$ cat src/rtl/btn_pkg.sv
// Shared definitions for the push-button conditioner: FSM encoding,
// default sample-count constants and counter sizing helpers.
package btn_pkg;

  typedef enum logic [1:0] {
    RELEASED = 2'd0,
    PRESSED  = 2'd1,
    HELD     = 2'd2
  } btn_state_t;

  localparam int DEF_DEBOUNCE_TICKS = 4;
  localparam int DEF_LONG_TICKS     = 500;
  localparam int DEF_REPEAT_TICKS   = 100;

  // Width of a counter that must hold values 0..n inclusive.
  function automatic int cnt_width(input int n);
    return (n < 1) ? 1 : $clog2(n + 1);
  endfunction

  function automatic int max_int(input int a, input int b);
    return (a > b) ? a : b;
  endfunction

endpackage

$ cat src/rtl/pb_debounce.sv
// Pin synchroniser, polarity normalisation and tick-sampled debounce counter.
// rise/fall are combinational strobes for the cycle in which level toggles.
module pb_debounce
  import btn_pkg::*;
#(
  parameter int DEBOUNCE_TICKS = DEF_DEBOUNCE_TICKS,
  parameter bit ACTIVE_LOW     = 1'b0
) (
  input  logic clk,
  input  logic rst_n,
  input  logic tick,
  input  logic pb,
  output logic level,
  output logic rise,
  output logic fall
);

  localparam int              DB_W    = cnt_width(DEBOUNCE_TICKS);
  localparam logic [DB_W-1:0] DB_LAST = DB_W'(DEBOUNCE_TICKS);
  localparam logic            IDLE_PIN = ACTIVE_LOW;

  logic            sync1_reg;
  logic            sync2_reg;
  logic            raw;
  logic [DB_W-1:0] db_cnt_reg;
  logic [DB_W-1:0] db_cnt_next;
  logic            level_reg;
  logic            level_next;

  // Synchroniser resets to the idle pin value so reset never looks like a press.
  always_ff @(posedge clk or negedge rst_n) begin
    if (!rst_n) begin
      sync1_reg <= IDLE_PIN;
      sync2_reg <= IDLE_PIN;
    end else begin
      sync1_reg <= pb;
      sync2_reg <= sync1_reg;
    end
  end

  assign raw = sync2_reg ^ ACTIVE_LOW;

  always_comb begin
    db_cnt_next = db_cnt_reg;
    level_next  = level_reg;
    if (tick) begin
      if (raw != level_reg) begin
        if (db_cnt_reg + 1'b1 == DB_LAST) begin
          level_next  = ~level_reg;
          db_cnt_next = '0;
        end else begin
          db_cnt_next = db_cnt_reg + 1'b1;
        end
      end else begin
        db_cnt_next = '0;
      end
    end
  end

  always_ff @(posedge clk or negedge rst_n) begin
    if (!rst_n) begin
      db_cnt_reg <= '0;
      level_reg  <= 1'b0;
    end else begin
      db_cnt_reg <= db_cnt_next;
      level_reg  <= level_next;
    end
  end

  assign level = level_reg;
  assign rise  = level_next & ~level_reg;
  assign fall  = ~level_next & level_reg;

endmodule

$ cat src/rtl/button_conditioner.sv
// Debounced button with press/release/long-press pulses; auto-repeat in the
// held state is compiled in only when BTN_AUTOREPEAT_EN is defined.
module button_conditioner
  import btn_pkg::*;
#(
  parameter int DEBOUNCE_TICKS = DEF_DEBOUNCE_TICKS,
  parameter int LONG_TICKS     = DEF_LONG_TICKS,
  parameter int REPEAT_TICKS   = DEF_REPEAT_TICKS,
  parameter bit ACTIVE_LOW     = 1'b0
) (
  input  logic clk,
  input  logic rst_n,
  input  logic tick,
  input  logic pb,
  output logic level,
  output logic press,
  output logic release_pulse,
  output logic long_press,
  output logic repeat_pulse
);

  localparam int                HOLD_W    = cnt_width(max_int(LONG_TICKS, REPEAT_TICKS));
  localparam logic [HOLD_W-1:0] LONG_LAST = HOLD_W'(LONG_TICKS);
`ifdef BTN_AUTOREPEAT_EN
  localparam logic [HOLD_W-1:0] REP_LAST  = HOLD_W'(REPEAT_TICKS);
`endif

  logic              rise;
  logic              fall;
  btn_state_t        state_reg, state_next;
  logic [HOLD_W-1:0] hold_cnt_reg, hold_cnt_next;
  logic              press_reg, press_next;
  logic              release_reg, release_next;
  logic              long_reg, long_next;
  logic              repeat_next;

  pb_debounce #(
    .DEBOUNCE_TICKS(DEBOUNCE_TICKS),
    .ACTIVE_LOW    (ACTIVE_LOW)
  ) u_debounce (
    .clk  (clk),
    .rst_n(rst_n),
    .tick (tick),
    .pb   (pb),
    .level(level),
    .rise (rise),
    .fall (fall)
  );

  always_comb begin
    state_next    = state_reg;
    hold_cnt_next = hold_cnt_reg;
    press_next    = 1'b0;
    release_next  = 1'b0;
    long_next     = 1'b0;
    repeat_next   = 1'b0;
    case (state_reg)
      RELEASED: begin
        if (rise) begin
          state_next    = PRESSED;
          press_next    = 1'b1;
          hold_cnt_next = '0;
        end
      end
      PRESSED: begin
        // A release always wins, so no long_press can share its cycle.
        if (fall) begin
          state_next    = RELEASED;
          release_next  = 1'b1;
          hold_cnt_next = '0;
        end else if (tick) begin
          if (hold_cnt_reg + 1'b1 == LONG_LAST) begin
            state_next    = HELD;
            long_next     = 1'b1;
            hold_cnt_next = '0;
          end else begin
            hold_cnt_next = hold_cnt_reg + 1'b1;
          end
        end
      end
      HELD: begin
        if (fall) begin
          state_next    = RELEASED;
          release_next  = 1'b1;
          hold_cnt_next = '0;
        end
`ifdef BTN_AUTOREPEAT_EN
        else if (tick) begin
          if (hold_cnt_reg + 1'b1 == REP_LAST) begin
            repeat_next   = 1'b1;
            hold_cnt_next = '0;
          end else begin
            hold_cnt_next = hold_cnt_reg + 1'b1;
          end
        end
`endif
      end
      default: begin
        state_next    = RELEASED;
        hold_cnt_next = '0;
      end
    endcase
  end

  always_ff @(posedge clk or negedge rst_n) begin
    if (!rst_n) begin
      state_reg    <= RELEASED;
      hold_cnt_reg <= '0;
      press_reg    <= 1'b0;
      release_reg  <= 1'b0;
      long_reg     <= 1'b0;
    end else begin
      state_reg    <= state_next;
      hold_cnt_reg <= hold_cnt_next;
      press_reg    <= press_next;
      release_reg  <= release_next;
      long_reg     <= long_next;
    end
  end

`ifdef BTN_AUTOREPEAT_EN
  logic repeat_reg;

  always_ff @(posedge clk or negedge rst_n) begin
    if (!rst_n) begin
      repeat_reg <= 1'b0;
    end else begin
      repeat_reg <= repeat_next;
    end
  end

  assign repeat_pulse = repeat_reg;
`else
  logic unused_repeat;
  assign unused_repeat = repeat_next;
  assign repeat_pulse  = 1'b0;
`endif

  assign press         = press_reg;
  assign release_pulse = release_reg;
  assign long_press    = long_reg;

endmodule

$ cat config.mk
export PLATFORM = sky130hd
export DESIGN_NAME = button_conditioner
export DESIGN_NICKNAME = d
export VERILOG_FILES = /design/src/rtl/btn_pkg.sv /design/src/rtl/pb_debounce.sv /design/src/rtl/button_conditioner.sv
export SDC_FILE = /design/constraint.sdc
export NUM_CORES = 1
export LEC_CHECK = 0
export BUFFER_PORTS_ARGS = -buffer_cell sky130_fd_sc_hd__buf_2
export CORE_MARGIN = 1
export CORE_UTILIZATION = 30
export CTS_CLUSTER_DIAMETER = 200
export DETAILED_ROUTE_END_ITERATION = 16
export HOLD_SLACK_MARGIN = 0.05
export PLACE_DENSITY = 0.51
export SYNTH_ARGS = -nofsm -noshare
export SYNTH_HDL_FRONTEND = slang
export SYNTH_SLANG_ARGS = --single-unit
$ cat constraint.sdc
create_clock -name clk -period 2.1 [get_ports clk]
set_clock_uncertainty 0.2 [all_clocks]
set_input_delay 0.42 -clock clk [delete_from_list [all_inputs] [get_ports clk]]
set_output_delay 0.42 -clock clk [all_outputs]
set_load 0.1 [all_outputs]
# Word level (Yosys, flattened, before mapping)
# Index checks and enable logic that the tools add are counted.
word_totals:
  input_bits: 4
  output_inout_bits: 5
  word_cells: 53
  regBits: 20
classes:
  n_reduce_logical: 4
  n_mux: 25
  n_addsub: 2
  bitwise: 4
  eq_ne: 9
ops:
  columns: ["op", "count"]
  rows:
  - ["9-bit two-way mux", 5]
  - ["9-bit one-hot mux with 3 select lines", 1]
  - ["1-bit two-way mux", 11]
  - ["2-bit two-way mux", 5]
  - ["9-bit by 1-bit adder with 9-bit output (second input constant)", 1]
  - ["9-bit equality test (second input constant)", 1]
  - ["3-bit two-way mux", 2]
  - ["3-bit != test (second input constant)", 2]
  - ["2-bit one-hot mux with 3 select lines", 1]
  - ["2-bit != test (second input constant)", 2]
  - ["4-bit AND reduction", 1]
  - ["3-bit by 1-bit adder with 3-bit output (second input constant)", 1]
  - ["3-bit equality test (second input constant)", 1]
  - ["3-bit AND reduction", 1]
  - ["1-bit bitwise AND", 2]
  - ["2-bit by 1-bit equality test with 1-bit output (second input constant)", 1]
  - ["2-bit equality test (second input constant)", 1]
  - ["2-bit zero test", 1]
  - ["1-bit inverter", 2]
  - ["2-bit OR reduction", 1]
  - ["1-bit != test", 1]

# Logic depth before layout (Yosys ltp)
# Gate-level depths: netlist (run 1).
depth:
  depth_word: 9
  ltp_mapped: 7
  ltp_nobuf: 6

# Hierarchy
# A second synthesis (run 1) with hierarchy kept.
hier_totals:
  cells_unflattened: 112
  hier_area_um2: 1154.9
modules_own_cells:
  columns: ["mod", "cells_each", "seq_area_each_um2", "n_inst", "area_per_inst_um2"]
  rows:
  - ["button_conditioner", 88, 350.3, 1, 857.1]
  - ["pb_debounce", 24, 150.1, 1, 297.8]

# Worst setup path before layout (run 1)
# Ideal clock, no wire load.
synth_timing:
  path_kind: "reg-to-reg"
  startpoint: "reg u_debounce.level_reg, in the netlist u_debounce.level"
  endpoint: "reg hold_cnt_reg[1]"
  path_buffers: 0
  path_slack_ns: -0.405
  t_required_ns: 1.775
  synth_period_minus_slack_ns: 2.505
  stages_incl_launch_ff: 5
  t_arrival_ns: 2.181
  setup_time_ns: 0.125
  cell_sequence: "dfrtp_1 > nand4b_1 > o22a_2 > o21ai_4 > mux2_2"
synth_between:
  elab_chain_len: 8
  word_cells_on_any_way: 14
  classes_between: "eq/ne: 4; mux: 5; bitwise: 4; reduce/logical: 1"
synth_rtl:
  columns: ["item", "line", "source"]
  rows:
  - ["from (decl)", "pb_debounce.sv:27", "logic level_reg;"]
  - ["from (signal assigned)", "pb_debounce.sv:66", "level_reg <= level_next;"]
  - ["1-bit inverter", "pb_debounce.sv:49, pb_debounce.sv:71", null]
  - ["1-bit two-way mux", "pb_debounce.sv:48", "if (db_cnt_reg + 1'b1 == DB_LAST) begin"]
  - ["1-bit two-way mux", "pb_debounce.sv:47", "if (raw != level_reg) begin"]
  - ["1-bit two-way mux", "pb_debounce.sv:46", "if (tick) begin"]
  - ["1-bit inverter", "pb_debounce.sv:72", "assign fall = ~level_next & level_reg;"]
  - ["1-bit bitwise AND", "pb_debounce.sv:72", null]
  - ["3-bit != test (no line) (tied with other cells)", null, null]
  - ["3-bit AND reduction (no line) / 9-bit one-hot mux with 3 select lines (equally long branches)", null, null]
  - ["to (signal assigned)", "button_conditioner.sv:114", "hold_cnt_reg <= hold_cnt_next;"]
  - ["to (decl)", "button_conditioner.sv:31", "logic [HOLD_W-1:0] hold_cnt_reg, hold_cnt_next;"]
# Several ways; a longest one is shown, not always the timed one.
# A chain may end at the register's enable or synchronous reset.

# Worst setup path after layout (run 1)
layout_timing:
  startpoint: "reg u_debounce.db_cnt_reg[1]"
  endpoint: "reg hold_cnt_reg[1]"
layout_between:
  elab_chain_len: 9
  word_cells_on_any_way: 14
  classes_between: "add/sub: 1; eq/ne: 4; mux: 5; bitwise: 3; reduce/logical: 1"
layout_rtl:
  columns: ["item", "line", "source"]
  rows:
  - ["from (decl)", "pb_debounce.sv:25", "logic [DB_W-1:0] db_cnt_reg;"]
  - ["from (signal assigned)", "pb_debounce.sv:65", "db_cnt_reg <= db_cnt_next;"]
  - ["3-bit by 1-bit adder with 3-bit output *", "pb_debounce.sv:48", null]
  - ["3-bit equality test *", "pb_debounce.sv:48", null]
  - ["1-bit two-way mux *", "pb_debounce.sv:48", null]
  - ["1-bit two-way mux *", "pb_debounce.sv:47", null]
  - ["1-bit two-way mux *", "pb_debounce.sv:46", null]
  - ["1-bit inverter", "pb_debounce.sv:72", null]
  - ["1-bit bitwise AND", "pb_debounce.sv:72", null]
  - ["3-bit != test (no line) (tied with other cells)", null, null]
  - ["3-bit AND reduction (no line) / 9-bit one-hot mux with 3 select lines (equally long branches)", null, null]
# Every way passes the cells marked *; elsewhere a longest branch is shown, timed or not.

==> results.toml, run 1 <==
[critical_path]
crit_required_ps = 2060
cp-start-kind = "register"
worstSetupPathType = "register to register"
path_max_fanout = 6
crit_arrival_ps = 1980
critPathCaptureType = "register"

[clock_network]
numCtsBuffers = 3
cts_tree = "yes"
cts_max_level = 1
clk_latency_ps = 270
cts.sinks = 20
cts_buffer_depth = 2
clk_pin_slew_worst_paths_ps = 80
cts-root-buf = "clkbuf_8"

[drt]
firstDrtPassIters = 4
ant_nets = 0
wl_per_cell_um = 15.7
drtIter0Drc = 86
vias = 1112
vias_per_cell = 5.45
drc = 0
wl_mm = 3.20

[global_routing]
met2_usage_pct = 26.5
grt_busiest_layer = "met2"
grt_use_met3_pct = 2.20
grt_pass1_vias = 1124
grt_start_max_net_pins = 21
track_usage_pct = 16.1
grt_use_met1_pct = 20.6
grt_overflow_total = 0
grt_pass1_wl_mm = 5.39
antenna_found_initial = 0

[yosys]
synth_top_family_by_area = "simple AND/OR/NAND/NOR gates"
yosys.area_share.simple_pct = 24.3
synth_xor_area_share_pct = 1.36
yosys_warnings = 0
synth_edf_count = 0
synth.avg_cell_area_um2 = 10.2
synth-adder-area-share_pct = 5.82
synth-main-ff-cell = "dfrtp_1"
netlist_instances = 127
synth_compound_area_share_pct = 20.4
synth_mux_area_share_pct = 2.52
synth.cell_area_um2 = 1290
synth-seq-cells = 20
synth_cell_type_count = 46
synthArstFlopShare_pct = 100
syn-num-nets = 137
ys_seq_area_share_pct = 38.8

[placement]
gp_congestion = 0.778
pre_cts_slack_ps = 20.9
dp_hpwl_mm = 2.40
port_buffers = 7

[floorplanning]
num_io_pins = 9
row_count = 23
coreArea_um2 = 4060
dieWidth_um = 67.6
start_util_pct = 31.8
die_area_um2 = 4570
die_h_um = 67.6

[sta]
hold_viol_final = 0
min_period_over_period_pct = 96.1
maxSlewViolCount = 0
setup_violations = 0
fmax_mhz = 495
period_minus_slack_ps = 2020
setup-tns-final_ps = 0
setup_slack_ps = 81.0
rsz0062_at_grt = "yes"

[cells_and_area]
utilization_pct = 40.3
layout-drive-gt1-share_pct = 34.4
synthToLayoutAreaGrowth_pct = 26.9
mostFrequentLayoutCells = "dfrtp_1, buf_4, nand2_1"
fin_nets = 165
largest_reg_flops = 9
n_antenna_cell = 0

[power_and_ir_drop]
p_leak_nw = 0.751
power.total_mw = 1.26
powerDensity_nw_per_um2 = 771
ir_worst_vdd_mv = 0.265

[status]
outcome = "complete, no violations"

[min_path]
hp-class = "register to register"

[run]
max_cap_viol_count = 0
[synth_stat cells, types with 2 or more instances]
| cell | instances | area, um2 |
|---|---|---|
| inv_1 | 6 | 22.5 |
| nand4b_4 | 2 | 47.6 |
| a41oi_1 | 3 | 26.3 |
| and3_2 | 3 | 22.5 |
| dfrtp_1 | 20 | 500 |
| and2b_2 | 2 | 17.5 |
| nand2b_1 | 3 | 18.8 |
| buf_6 | 3 | 33.8 |
| xnor2_1 | 2 | 17.5 |
| o41ai_1 | 2 | 17.5 |
| o211ai_1 | 4 | 30.0 |
| a21oi_1 | 4 | 20.0 |
| mux2_2 | 2 | 22.5 |
| a31oi_1 | 3 | 18.8 |
| o21a_1 | 3 | 22.5 |
| nor2_1 | 6 | 22.5 |
| nor4_1 | 2 | 12.5 |
| nand3_1 | 7 | 35.0 |
| buf_4 | 3 | 22.5 |
| ha_1 | 6 | 75.1 |
| nand2_1 | 9 | 33.8 |
| nand4_1 | 5 | 31.3 |
| o21ai_0 | 3 | 15.0 |
| nor3_1 | 2 | 10.0 |
[timing repair]
item | 4_1_cts | 5_1_grt
pin swaps | 0 | 5
endpoints found under the hold margin | 21 | 0
hold buffers | 2 | 0
setup endpoints to repair | 1 | 9
gates resized for setup | 1 | 9
buffers inserted | 0 | 1
[routing by layer]
layer | part of all wire [%] | vias to the layer above | wire [um]
met2 | 47 | 22 | 1510
met5 | 0 | - | 0
met4 | 3.0 | 0 | 95
li1 | - | 538 | -
met3 | 3.1 | 10 | 100
met1 | 47 | 542 | 1490
[kinds of logic (layout without fill, tap and decap cells)]
logic type,count (synthesis),count (layout)
compound gates,33,33
fa+ha+maj,6,6
flops,20,20
xor+xnor,2,2
mux,3,3
buf+inv,13,40
simple gates,49,49
other cells,1,1
[report_power, final]
| part | internal [mW] | total (mW) | switching (mW) |
|---|---|---|---|
| combinational | 0.214 | 0.474 | 0.260 |
| sequential | 0.427 | 0.482 | 0.0545 |
| clock | 0.167 | 0.305 | 0.138 |
[final timing paths]
path	start	to	slack (ps)	cells past startpoint
worst max-delay path	u_debounce.db_cnt_reg[1]$_DFFE_PN0P_	hold_cnt_reg[1]$_DFFE_PN0P_	80	5
worst min register to register	u_debounce.sync1_reg$_DFF_PN0_	u_debounce.raw$_DFF_PN0_	170	0
min in group asynchronous	rst_n	hold_cnt_reg[5]$_DFFE_PN0P_	440	2
max in group asynchronous	rst_n	u_debounce.level$_DFF_PN0_	880	2
worst min-delay path	u_debounce.sync1_reg$_DFF_PN0_	u_debounce.raw$_DFF_PN0_	170	0
worst max register to register	u_debounce.db_cnt_reg[1]$_DFFE_PN0P_	hold_cnt_reg[1]$_DFFE_PN0P_	80	5
[metrics by stage]
step	area, um2	cells	hold slack (ps)
finish	1640	204	171
global route	1640	204	190
CTS	1570	203	176
detailed placement	1490	197	158
global placement	1490	197	133
floorplan	1300	127	-75.6
[worst max-delay path, cell delays in order, from the launching register on]
cell and delay (ps):
dfrtp_1 420, ha_4 190, xnor2_4 160, or4_4 510, o21ai_4 80, mux2_2 340
[cell type report]
type                       instances  area (um2)
sequential                        20         504
multi-input combinational         94         772
inverter                           6        22.5
tap                               50        62.6
fill                             395        2420
clock buffer                       4        55.1
timing repair buffer              30         220
Power figures use the tool's default switching activity.
==> run 2: changes to the inputs <==
==> constraint.sdc (replaced) <==
create_clock -name clk -period 2.1 [get_ports clk]
set_clock_uncertainty 0.2 [all_clocks]
set_input_delay 0.42 -clock clk [delete_from_list [all_inputs] [get_ports clk]]
set_output_delay 0.42 -clock clk [all_outputs]
set_load 0.05 [all_outputs]
==> run 2 against run 1 <==
Effect of this change: critical endpoint unchanged; non-clock buffer count is 4 higher; critical path depth stayed put; worst setup slack worse by 29 ps; worst hold slack worse by 17 ps; global-route usage is 0.19 points higher; core utilization is 0.93 points higher; cell count is 2.0% higher; count of clock-buffer cells in the layout is 1 lower; first-iteration DRC count stayed put; via count is 3.2% higher; sequential power hardly changed; largest cell class unchanged.
==> results.toml, run 2 (synthesis gave the netlist of run 1 again) <==
[critical_path]
path_max_fanout = 6
crit_arrival_ps = 2000
critPathCaptureType = "register"
max_stage_delay_ps = 530
cp-start-kind = "register"
path_cells = "ha_4 > xnor2_4 > or4_4 > o21ai_4 > mux2_4"
critPathSlowestCell = "or4_4"
worstSetupPathType = "register to register"
crit_required_ps = 2060

[clock_network]
cts_buffer_depth = 2
cts-root-buf = "clkbuf_8"
clk_latency_ps = 270
cts_tree = "yes"
cts_max_level = 1
numCtsBuffers = 3
cts.sinks = 20
clk_pin_slew_worst_paths_ps = 80

[floorplanning]
start_util_pct = 31.8
num_io_pins = 9
row_count = 23
die_area_um2 = 4570
coreArea_um2 = 4060
die_h_um = 67.6
dieWidth_um = 67.6

[power_and_ir_drop]
power.total_mw = 1.34
p_leak_nw = 0.782
powerDensity_nw_per_um2 = 803
ir_worst_vdd_mv = 0.250

[cells_and_area]
seqCellArea_um2 = 502
layout_commonest_cell = "buf_4"
synthToLayoutAreaGrowth_pct = 29.8
fin_nets = 169
mostFrequentLayoutCells = "buf_4, dfrtp_1, nand2_1"
multi_input_area_um2 = 766
largest_reg_flops = 9
fillers = 398
stdcell_count = 208
layout-drive-gt1-share_pct = 34.8
fin_area_um2 = 1670
n_antenna_cell = 0

[placement]
port_buffers = 7
dp_hpwl_mm = 2.30
dpl-instance-area_um2 = 1510
placedCellCount = 201
gp_congestion = 0.802

[sta]
hold_viol_final = 0
min_period_over_period_pct = 97.5
period_minus_slack_ps = 2050
rsz0062_at_grt = "yes"
maxSlewViolCount = 0
fmax_mhz = 488
setup_violations = 0
fin_hold_ws_ps = 154
setup-tns-final_ps = 0

[global_routing]
grt_start_max_net_pins = 21
grt_pass1_wl_mm = 5.48
grt_pass1_vias = 1148
track_usage_pct = 16.3
antenna_found_initial = 0
grt_overflow_total = 0

[drt]
wl_met1_mm = 1.48
wl_met3_um = 106
drtIter0Drc = 86
ant_nets = 0
firstDrtPassIters = 4
vias_per_cell = 5.52
highest_layer = "met4"
wl_met2_mm = 1.55
vias = 1148
wl_per_cell_um = 15.6
drc = 0
wl_mm = 3.24

[status]
outcome = "complete, no violations"

[run]
max_cap_viol_count = 0

[min_path]
hp-class = "register to register"
-- run 2: what timing repair did --
item / 4_1_cts / 5_1_grt
endpoints found under the hold margin: 21 / 0
endpoints found under the setup margin: 7 / 4
hold buffers: 2 / 0
pin swaps: 1 / 4
gates resized for setup: 7 / 3
setup buffers: 0 / 1
-- run 2: worst max-delay path: cells and delay by family (launching register included) --
family	cells	cell delay, ps
AO/OA/AOI/OAI	1	110
multiplexers	1	320
flip-flops	1	430
XOR/XNOR	1	150
AND/OR/NAND/NOR	1	530
adder cells (fa/ha/maj)	1	200
-- run 2: layout make-up --
cell class	instances	share of cell area (%)
repair buffers	34	14.9
well taps	50	3.74
clock buffers	3	2.47
flip-flops and latches	20	30.0
multi-input cells	94	45.7
inverters	6	1.35
clock inverters	1	1.79
-- run 2: metrics by stage --
step | utilization (%) | worst slack (ps)
2_1_floorplan | - | 23.9
3_3_place_gp | 37.2 | 33.5
3_5_place_dp | 37.2 | -9.27
4_1_cts | 40.7 | 26.7
5_1_grt | 41.3 | -3.68
6_report | 41.3 | 51.8
-- run 2: final timing paths --
path	endpoint	start	slack, ps	cells past startpoint
worst max-delay path	hold_cnt_reg[1]$_DFFE_PN0P_	u_debounce.db_cnt_reg[0]$_DFFE_PN0P_	50	5
worst min-delay path	u_debounce.raw$_DFF_PN0_	u_debounce.sync1_reg$_DFF_PN0_	150	0
worst max register to register	hold_cnt_reg[1]$_DFFE_PN0P_	u_debounce.db_cnt_reg[0]$_DFFE_PN0P_	50	5
worst min register to register	u_debounce.raw$_DFF_PN0_	u_debounce.sync1_reg$_DFF_PN0_	150	0
max in group asynchronous	u_debounce.level$_DFF_PN0_	rst_n	910	2
min in group asynchronous	hold_cnt_reg[7]$_DFFE_PN0P_	rst_n	440	2
-- run 2: where the power goes --
part	switching (mW)	total [mW]	internal (mW)
Clock	0.144	0.399	0.255
Sequential	0.0543	0.479	0.425
Combinational	0.248	0.465	0.218
Total	0.446	1.34	0.898
-- run 2: layer usage --
metal	up-vias	track usage, %
met3	10	1.52
met5	-	0
met1	562	21.3
met4	0	10.4
li1	542	-
met2	34	25.6
